### config.mk
export PLATFORM = sky130hd
export DESIGN_NAME = stack_ctrl
export DESIGN_NICKNAME = d
export VERILOG_FILES = /design/src/rtl/stack_ctrl.sv
export SDC_FILE = /design/constraint.sdc
export NUM_CORES = 1
export LEC_CHECK = 0
export CORE_MARGIN = 2
export CORE_UTILIZATION = 43
export CTS_CLUSTER_DIAMETER = 30
export DETAILED_ROUTE_END_ITERATION = 8
export PLACE_DENSITY_LB_ADDON = 0.12
export SLEW_MARGIN = 20
export SYNTH_ARGS = -nofsm -noshare
export SYNTH_HDL_FRONTEND = slang
export SYNTH_SLANG_ARGS = --single-unit
### constraint.sdc
create_clock -name clk -period 2.05 [get_ports clk]
set_input_delay 0.3075 -clock clk [delete_from_list [all_inputs] [get_ports clk]]
set_output_delay 0.3075 -clock clk [all_outputs]
set_load 0.005 [all_outputs]
### src/rtl/stack_ctrl.sv
// Push/pop controller for a small stack RAM: conditions raw buttons into release
// events, tracks occupancy, and issues single-cycle RAM write/read strobes.
module stack_ctrl #(
    parameter int DEPTH  = 4,
    parameter int ADDR_W = 2
) (
    input  logic              clk,
    input  logic              reset,
    input  logic              push,
    input  logic              pop,
    input  logic              clear,
    output logic [ADDR_W-1:0] addr,
    output logic              we,
    output logic              re,
    output logic [ADDR_W:0]   count,
    output logic              full,
    output logic              empty,
    output logic              overflow,
    output logic              underflow
);

    typedef enum logic [1:0] {IDLE, WRITE, READ} state_t;

    state_t              state_q, state_d;
    logic [ADDR_W-1:0]   addr_q, addr_d;
    logic [ADDR_W:0]     count_q, count_d;
    logic [ADDR_W:0]     count_dec;
    logic                we_q, we_d;
    logic                re_q, re_d;
    logic                ovf_q, ovf_d;
    logic                unf_q, unf_d;

    logic push_s1_q, push_s2_q, push_prev_q;
    logic pop_s1_q, pop_s2_q, pop_prev_q;
    logic push_evt, pop_evt;

    // Synchronizers and release detectors; all reset low so a button held
    // across reset never looks like a release.
    always_ff @(posedge clk or posedge reset) begin
        if (reset) begin
            push_s1_q   <= 1'b0;
            push_s2_q   <= 1'b0;
            push_prev_q <= 1'b0;
            pop_s1_q    <= 1'b0;
            pop_s2_q    <= 1'b0;
            pop_prev_q  <= 1'b0;
        end else begin
            push_s1_q   <= push;
            push_s2_q   <= push_s1_q;
            push_prev_q <= push_s2_q;
            pop_s1_q    <= pop;
            pop_s2_q    <= pop_s1_q;
            pop_prev_q  <= pop_s2_q;
        end
    end

    assign push_evt = push_prev_q & ~push_s2_q;
    assign pop_evt  = pop_prev_q  & ~pop_s2_q;

    assign full      = (count_q == (ADDR_W+1)'(DEPTH));
    assign empty     = (count_q == '0);
    assign count_dec = count_q - (ADDR_W+1)'(1);

    always_comb begin
        state_d = state_q;
        addr_d  = addr_q;
        count_d = count_q;
        ovf_d   = ovf_q;
        unf_d   = unf_q;
        we_d    = 1'b0;
        re_d    = 1'b0;
        if (clear) begin
            state_d = IDLE;
            count_d = '0;
            ovf_d   = 1'b0;
            unf_d   = 1'b0;
        end else begin
            case (state_q)
                IDLE: begin
                    if (push_evt && pop_evt) begin
                        state_d = IDLE;
                    end else if (push_evt) begin
                        if (full) begin
                            ovf_d = 1'b1;
                        end else begin
                            addr_d  = count_q[ADDR_W-1:0];
                            count_d = count_q + (ADDR_W+1)'(1);
                            we_d    = 1'b1;
                            state_d = WRITE;
                        end
                    end else if (pop_evt) begin
                        if (empty) begin
                            unf_d = 1'b1;
                        end else begin
                            addr_d  = count_dec[ADDR_W-1:0];
                            count_d = count_dec;
                            re_d    = 1'b1;
                            state_d = READ;
                        end
                    end
                end
                // Strobe states last one cycle; events arriving here are dropped.
                WRITE:   state_d = IDLE;
                READ:    state_d = IDLE;
                default: state_d = IDLE;
            endcase
        end
    end

    always_ff @(posedge clk or posedge reset) begin
        if (reset) begin
            state_q <= IDLE;
            addr_q  <= '0;
            count_q <= '0;
            we_q    <= 1'b0;
            re_q    <= 1'b0;
            ovf_q   <= 1'b0;
            unf_q   <= 1'b0;
        end else begin
            state_q <= state_d;
            addr_q  <= addr_d;
            count_q <= count_d;
            we_q    <= we_d;
            re_q    <= re_d;
            ovf_q   <= ovf_d;
            unf_q   <= unf_d;
        end
    end

    assign addr      = addr_q;
    assign we        = we_q;
    assign re        = re_q;
    assign count     = count_q;
    assign overflow  = ovf_q;
    assign underflow = unf_q;

endmodule

==> impl_metrics.yaml <==
finish:
  final_cells: 109
  layout_common_cells: "16 x dfrtp_1, 15 x clkdlybuf4s50_1, 7 x nor2_1"
  final_nets: 102
  num_antenna_cells: 0
  final_common_cell: "dfrtp_1"
  drive_gt1_frac: 0.185
  n_fill_cell: 160
  design_area_sq_um: 1010
  syn2layout_area_growth_pct: 33.4
power_and_ir_drop:
  share_seq_of_total_power: 0.468
  p_int_uw: 614
  pwr-share-clk: 0.205
  power_switching_uw: 237
  combPwrFrac: 0.327
  p_leak_uw: 0.000459
  powerDensity_nw_per_um2: 843
  ir_drop_v: 0.000501
  netSwitchingFraction: 0.279
setup_path:
  crit_type: "reg -> out"
  start_kind: "flip-flop"
  worst_ep_required_time_ns: 1.74
  critical_path.startpoint: "count[1]"
  crit_fanout: 5
  end_kind: "primary output"
  worstReg2RegStart: "push_prev_q"
  critPathArrivalTime_ns: 1.65
synth:
  yosysWarnings: 0
  syn_inst: 68
  synth_nets: 77
  seq_area_frac_synth: 0.562
  synthFlopType: "dfrtp_1"
  async_flop_share: 1.00
  syn-cell-area_sq_um: 757
  avgSynthCellArea_sq_um: 11.1
  yosysUniqueCellTypes: 27
  ys_ff_latch: 17
  synth_edf_count: 0
global_routing:
  antenna_found_initial: 0
  grt-ovfl-total: 0
  grt_pass1_vias: 553
  grt.total_usage: 0.168
  grt_pass1_wl_mm: 2.44
  grt_start_max_net_pins: 18
floorplan:
  fp.dieW_um: 46.0
  core_sq_um: 1690
  num_rows: 15
  start_util: 0.448
  die_area_sq_um: 2110
  die_y_um: 46.0
  ios: 16
min_path:
  min-delay-path-class: "reg -> reg"
  hp-start: "push_s1_q"
sta:
  setup_violations: 0
  slew_violations: 0
  setup-tns-final_ns: 0
  rsz0062_at_grt: "no"
  fin_skew_ns: 0.00902
  max_freq_mhz: 511
  finalHoldViolations: 0
  tightest_slew_ns: 0.625
  fin_crit_sh: 0.955
  hold_slack_ns: 0.356
  min_period_ns: 1.96
  setup_ws_ns: 0.0926
  max_slew_margin: 0.583
cts:
  numCtsBuffers: 3
  cts-root-buf: "clkbuf_4"
  htree_levels: 1
  cts_tree: "yes"
  cts_max_path_buffers: 2
  cts.sinks: 17
  clkSlewWorstSetupHoldPaths_ns: 0.10
  clock_latency_ns: 0.29
place:
  dp.cells: 104
  port_buffers: 15
  pre_cts_slack_ns: 0.0691
  dp_hpwl_mm: 1.04
  dpl_cell_area_sq_um: 958
  place.gp.congestion: 0.793
route:
  ant_nets: 0
  dr.pass1.iters: 4
  drt_wl_total_mm: 1.39
  avgRoutedWirePerCell_um: 12.8
  vias_per_cell: 5.50
  drc_errors: 0
  vias: 599
  drtIter0Drc: 8
run_status:
  outcome: "complete, no violations"
flow_run:
  cap_violations: 0
-- layer usage --
layer	wire (um)	track usage	vias up
li1	-	-	290
met1	652	0.213	288
met2	634	0.258	17
met3	60	0.0238	4
met4	42	0.120	0
met5	0	0	-
-- path summary, 6_finish.rpt --
path	end	slack (ns)	depth (start not counted)
setup / recovery	full	0.09	4
hold / removal	push_s2_q	0.36	0
setup reg to reg	count[2]	0.13	7
hold reg to reg	push_s2_q	0.36	0
max in group asynchronous	count[1]	1.23	2
min in group asynchronous	push_prev_q	0.38	2
-- critical path, stage by stage (launching register included) --
cell,delay [ns]
dfrtp_2,0.43
inv_1,0.11
ha_4,0.17
and2_2,0.15
clkdlybuf4s50_1,0.49
-- state kept, by name, summed over array words and instances, names as in the netlist --
signal       flops
push_s1_q        1
push_s2_q        1
addr             2
underflow        1
pop_s1_q         1
state_q          2
pop_prev_q       1
pop_s2_q         1
push_prev_q      1
count            3
overflow         1
re               1
we               1
-- metrics by stage --
| step | total power, uW | utilization |
|---|---|---|
| floorplan | 537 | - |
| global placement | 666 | 0.567 |
| detailed placement | 669 | 0.567 |
| CTS | 847 | 0.584 |
| global route | 908 | 0.598 |
| finish | 851 | 0.598 |
-- layout make-up --
| cell class | count | area (sq um) | share of cell area |
|---|---|---|---|
| inverter | 6 | 22.5 | 0.0223 |
| tap | 17 | 21.3 | 0.0211 |
| multi-input combinational | 45 | 325 | 0.322 |
| sequential | 17 | 427 | 0.423 |
| timing repair buffer | 20 | 188 | 0.186 |
| clock buffer | 4 | 26.3 | 0.0260 |
-- cell usage after synthesis, types with 2 or more instances --
master     number  area share
nor3_1          2       0.013
nand2_1         3       0.015
ha_1            4       0.066
inv_1           4       0.020
or3_1           3       0.025
dfrtp_1        17        0.56
o21ai_0         3       0.020
nor2_1          7       0.035
a21oi_1         4       0.026
inv_2           2      0.0099
a2111oi_0       2       0.023
and4b_1         2       0.026
-- power groups by stage --
stage	clock [uW]	sequential [uW]	combinational [uW]
floorplan	0	407	131
global placement	0	405	261
detailed placement	0	407	262
CTS	182	400	265
global route	194	405	309
finish	175	398	279
-- cells by family after synthesis --
kind of cell / Yosys count / synth area share
simple gates: 24 / 0.187
fa+ha+maj: 4 / 0.0661
compound gates: 14 / 0.116
flops: 17 / 0.562
mux: 2 / 0.0281
xor+xnor: 1 / 0.0116
buf+inv: 6 / 0.0297
-- repair_timing --
item                                    CTS  global route
endpoints found under the setup margin    2             3
hold buffers                              0             0
resized for setup                         1             3
buffers inserted                          0             1
endpoints found under the hold margin     0             0
(Power assumes the default switching activity.)
